`src/rtl/bcd_rezultat.sv`:
```
`default_nettype none
// ============================================================================
// Module      : bcd_rezultat
// Description : Converts the finished result of an N-bit restoring divider
//               (quotient, remainder) into two 3-digit BCD words using a
//               sequential double-dabble engine. Each bit takes one ADJUST
//               cycle and one SHIFT cycle, so a conversion takes 2*(N+1)
//               clock edges after the capture edge.
// Revision    : 1.0 - initial release
//
// Parameters
//   N          : divider operand width (2..8)
//
// Ports
//   clk        : in   clock, rising edge
//   reset      : in   asynchronous active-low reset
//   ready_in   : in   divider ready flag; the rising edge starts a conversion
//   quotient   : in   [N-1:0] divider quotient, sampled on capture only
//   remainder  : in   [N:0]   divider remainder, sampled on capture only
//   bcd_q      : out  [11:0]  quotient as hundreds/tens/units BCD digits
//   bcd_r      : out  [11:0]  remainder as hundreds/tens/units BCD digits
//   valid      : out  high while bcd_q/bcd_r hold a completed conversion
//   busy       : out  high while a conversion is in progress
//
// Build option
//   LEADING_ZERO_BLANK_EN : when defined, leading zero digits (hundreds, then
//                           tens if hundreds is blank) are shown as 4'hF.
//                           The units digit is never blanked.
// ============================================================================
module bcd_rezultat #(
    parameter int N = 4
) (
    input  logic         clk,
    input  logic         reset,
    input  logic         ready_in,
    input  logic [N-1:0] quotient,
    input  logic [N:0]   remainder,
    output logic [11:0]  bcd_q,
    output logic [11:0]  bcd_r,
    output logic         valid,
    output logic         busy
);

    localparam int CW = $clog2(N + 2);

    typedef enum logic [1:0] {
        S_IDLE   = 2'd0,
        S_ADJUST = 2'd1,
        S_SHIFT  = 2'd2,
        S_DONE   = 2'd3
    } state_t;

    state_t         state_q, state_d;
    logic           ready_q;                 // ready_in delayed by one cycle
    logic [N:0]     binq_q, binq_d;          // quotient binary shift register
    logic [N:0]     binr_q, binr_d;          // remainder binary shift register
    logic [11:0]    scrq_q, scrq_d;          // quotient BCD scratch
    logic [11:0]    scrr_q, scrr_d;          // remainder BCD scratch
    logic [CW-1:0]  cnt_q, cnt_d;            // bits still to shift
    logic [11:0]    resq_q, resq_d;
    logic [11:0]    resr_q, resr_d;

    logic           capture;
    logic [11:0]    shq, shr;

    // Double-dabble correction: each digit is adjusted on its own, a digit
    // >= 5 can reach at most 12, so no carry into the next digit is needed.
    function automatic logic [11:0] adjust3(input logic [11:0] v);
        logic [11:0] r;
        for (int i = 0; i < 3; i++) begin
            r[i*4 +: 4] = (v[i*4 +: 4] >= 4'd5) ? v[i*4 +: 4] + 4'd3
                                                 : v[i*4 +: 4];
        end
        return r;
    endfunction

    function automatic logic [11:0] fmt(input logic [11:0] v);
        logic [11:0] r;
        r = v;
`ifdef LEADING_ZERO_BLANK_EN
        if (v[11:8] == 4'd0) begin
            r[11:8] = 4'hF;
            if (v[7:4] == 4'd0) begin
                r[7:4] = 4'hF;
            end
        end
`endif
        return r;
    endfunction

    assign capture = ready_in & ~ready_q;

    // Scratch after this cycle's shift; used both for the register update and
    // for loading the outputs on the final shift.
    assign shq = {scrq_q[10:0], binq_q[N]};
    assign shr = {scrr_q[10:0], binr_q[N]};

    always_ff @(posedge clk or negedge reset) begin
        if (!reset) begin
            state_q <= S_IDLE;
            ready_q <= 1'b0;
            binq_q  <= '0;
            binr_q  <= '0;
            scrq_q  <= '0;
            scrr_q  <= '0;
            cnt_q   <= '0;
            resq_q  <= 12'h000;
            resr_q  <= 12'h000;
        end else begin
            state_q <= state_d;
            ready_q <= ready_in;
            binq_q  <= binq_d;
            binr_q  <= binr_d;
            scrq_q  <= scrq_d;
            scrr_q  <= scrr_d;
            cnt_q   <= cnt_d;
            resq_q  <= resq_d;
            resr_q  <= resr_d;
        end
    end

    always_comb begin
        state_d = state_q;
        binq_d  = binq_q;
        binr_d  = binr_q;
        scrq_d  = scrq_q;
        scrr_d  = scrr_q;
        cnt_d   = cnt_q;
        resq_d  = resq_q;
        resr_d  = resr_q;

        case (state_q)
            S_IDLE, S_DONE: begin
                if (capture) begin
                    binq_d  = {1'b0, quotient};
                    binr_d  = remainder;
                    scrq_d  = '0;
                    scrr_d  = '0;
                    cnt_d   = CW'(N + 1);
                    state_d = S_ADJUST;
                end
            end
            S_ADJUST: begin
                scrq_d  = adjust3(scrq_q);
                scrr_d  = adjust3(scrr_q);
                state_d = S_SHIFT;
            end
            S_SHIFT: begin
                scrq_d = shq;
                scrr_d = shr;
                binq_d = {binq_q[N-1:0], 1'b0};
                binr_d = {binr_q[N-1:0], 1'b0};
                cnt_d  = cnt_q - CW'(1);
                if (cnt_q == CW'(1)) begin
                    resq_d  = fmt(shq);
                    resr_d  = fmt(shr);
                    state_d = S_DONE;
                end else begin
                    state_d = S_ADJUST;
                end
            end
            default: state_d = S_IDLE;
        endcase
    end

    assign bcd_q = resq_q;
    assign bcd_r = resr_q;
    assign valid = (state_q == S_DONE);
    assign busy  = (state_q == S_ADJUST) || (state_q == S_SHIFT);

endmodule
`default_nettype wire

```
`config.mk`:
```
export PLATFORM = sky130hd
export DESIGN_NAME = bcd_rezultat
export DESIGN_NICKNAME = d
export VERILOG_FILES = /design/src/rtl/bcd_rezultat.sv
export SDC_FILE = /design/constraint.sdc
export NUM_CORES = 1
export LEC_CHECK = 0
export CORE_UTILIZATION = 55
export DETAILED_ROUTE_END_ITERATION = 7
export GPL_ROUTABILITY_DRIVEN = 1
export GPL_TIMING_DRIVEN = 0
export PLACE_DENSITY = 0.74
export SYNTH_ARGS = -nofsm -noshare
export SYNTH_HDL_FRONTEND = slang
export SYNTH_SLANG_ARGS = --single-unit
export TNS_END_PERCENT = 1
```
`constraint.sdc`:
```
create_clock -name clk -period 4.1 [get_ports clk]
set_input_delay 0.41 -clock clk [delete_from_list [all_inputs] [get_ports clk]]
set_output_delay 0.41 -clock clk [all_outputs]
set_load 0.005 [all_outputs]
```
==> flow_summary.toml <==
[finish]
mostFrequentLayoutCells = "dfrtp_1 (64), clkdlybuf4s50_1 (36), nand2_1 (35)"
post-route-cell-area_sq_um = 3940
syn_to_final_growth_pct = 19.1
diodes = 0
fillers = 430
drive_gt1_share_pct = 12.3
final_common_cell = "dfrtp_1"
layout.nets = 384

[placement]
dpl_worst_slack_ns = 2.10
numPortBuffers = 37
gp_congestion = 0.843
placed_area_sq_um = 3760
dp_hpwl_mm = 4.84

[die]
rows = 27
fp.dieW_microns = 79.5
coreArea_sq_um = 5640
initial_core_util_pct = 58.6
dieArea_sq_um = 6330
dieHeight_microns = 79.5
ios = 38

[sta]
setup_viol = 0
fin_crit_sh_pct = 57.7
setup_ws_ns = 1.74
skew_ns = 0.00932
setup_tns_ns = 0
relSlewSlack_pct = 46.7
slew_viol_final = 0
fmax_mhz = 423
period_needed_ns = 2.36
hold_viol = 0
tightestPinTransition_ns = 0.800
rsz0062_at_grt = "false"

[setup_path]
cp_max_fo = 10
cp.required_ns = 3.69
critPathKind = "reg -> out"
crit_slowest_cell = "clkdlybuf4s50_1"
crit_buf_inv = 4
crit_path_start_kind = "flop"
critical_path.top_delay_family = "buffers and inverters"
critPathCaptureType = "output pin"
crit_path_max_incr_delay_ns = 0.50
cp_cell_sequence = "inv_1 -> ha_1 -> buf_6 -> inv_4 -> clkdlybuf4s50_1"
worstPathArrival_ns = 1.95

[synth]
seq_area_frac_synth_pct = 48.4
netlist_instances = 306
yosysWarnings = 0
ys_ff_latch = 64
ys_types = 33
synthAdderAreaFrac_pct = 6.81
synth_compound_area_share_pct = 21.0
yosys.area.top_type = "dfrtp_1"
synth_top_family_by_area = "compound AO/OA/AOI/OAI gates"
yosys.area_share.xor_xnor_pct = 2.38
synthSimpleGateAreaFrac_pct = 8.25
yosysTopAreaCellShare_pct = 48.4
netlist_area_sq_um = 3310
synth_nets = 336
muxShareOfSynthArea_pct = 7.19
avgSynthCellArea_sq_um = 10.8
synth.area.top_cells = "dfrtp_1 (48%), ha_1 (6.8%), o2bb2ai_1 (5.6%)"

[drt]
viasPerCell = 5.85
vias = 2517
wire_per_inst_microns = 16.8
drc = 0
antenna_left = 0
drt-total-wl_mm = 7.23
drtPass1Iterations = 5
first_iter_violations = 175

[clock_tree]
tritoncts = "done"
ctsHoldBuffers = 0
cts_resized = 0
clkSinkCount = 64
ctsRootBufferMaster = "clkbuf_8"
clk_path_buf_depth = 2
cts_buffers = 9
post_cts_buffers = 0
clk_latency_ns = 0.34
clkTransAtPathRegs_ns = 0.07
cts_htree_levels = 3

[global_routing]
grt_usage_pct = 25.3
grt_pass1_vias = 2397
grt_pass1_wl_mm = 11.9
antenna_found_initial = 0
grt-ovfl-total = 0
grt_start_max_net_pins = 65

[run]
cap_violations = 0

[status]
status = "complete, no violations"

[hold_path]
hp-class = "in -> async"

[power]
totalPowerFinal_mw = 3.12
vdd_drop_max_mv = 0.505
power_density_nw_per_um2 = 793
p_leak_nw = 1.76
## routing by layer
layer	GRT usage, %	wire, microns	up-vias
met5	0	0	-
met4	12.9	190	0
met3	5.37	357	15
met2	39.0	3380	79
met1	33.4	3300	1239
li1	-	-	1184
## power by group
group	switching (mW)	internal [mW]	total, mW	leakage [nW]
sequential	0.180	0.857	1.04	0.845
combinational	0.832	0.761	1.59	0.831
clock	0.244	0.247	0.491	0.0882
## layout make-up
cell class                 instances  area (sq um)  share of cell area, %
multi-input combinational        203          1510                   38.3
buffer                            14           101                   2.57
inverter                          25          96.3                   2.45
clock buffer                      12           155                   3.94
timing repair buffer              37           368                   9.34
sequential                        64          1600                   40.7
clock inverter                     3          17.5                  0.445
tap                               72          90.1                   2.29
## registers in the layout, indices dropped and copies added, names as in the netlist
register / count
bcd_q: 12
bcd_r: 12
scrq_q: 12
scrr_q: 12
binq_q: 5
binr_q: 5
cnt_q: 3
state_q: 2
ready_q: 1
## logic make-up after synthesis
family,Yosys count
XOR/XNOR,9
flip-flops,64
adder cells (fa/ha/maj),18
buffers and inverters,39
AND/OR/NAND/NOR,56
multiplexers,18
AO/OA/AOI/OAI,102
## synth_stat cells (all sizes together)
master	n
nand2	35
nand2b	7
nor2b	2
mux2i	9
a2bb2oi	6
xnor2	9
dfrtp	64
nand3b	1
ha	18
o22ai	3
a21oi	8
a32o	1
or2	6
mux2	9
o2bb2ai	21
inv	25
and3	1
clkbuf	4
a31o	6
nor2	4
a22oi	18
buf	10
o21ai	39
## final timing paths
kind / startpoint / slack (ns) / to / depth (start not counted)
worst min-delay path: reset / 0.16 / scrr_q[0] / 1
min in group clk: bcd_r[10] / 0.49 / bcd_r[10] / 2
worst max register to register: state_q[0] / 2.36 / scrr_q[2] / 7
max in group asynchronous: reset / 3.42 / scrq_q[11] / 1
worst min register to register: bcd_r[10] / 0.49 / bcd_r[10] / 2
worst max-delay path: state_q[0] / 1.74 / busy / 5
## per-stage QoR
stage               hold WS [ns]  util (%)  cells
finish                     0.162      69.8    430
global route               0.233      69.8    430
CTS                        0.183      69.8    430
detailed placement         0.470      66.7    415
global placement           0.467      66.8    415
floorplan                  0.114         -    306
(Power assumes the default switching activity.)
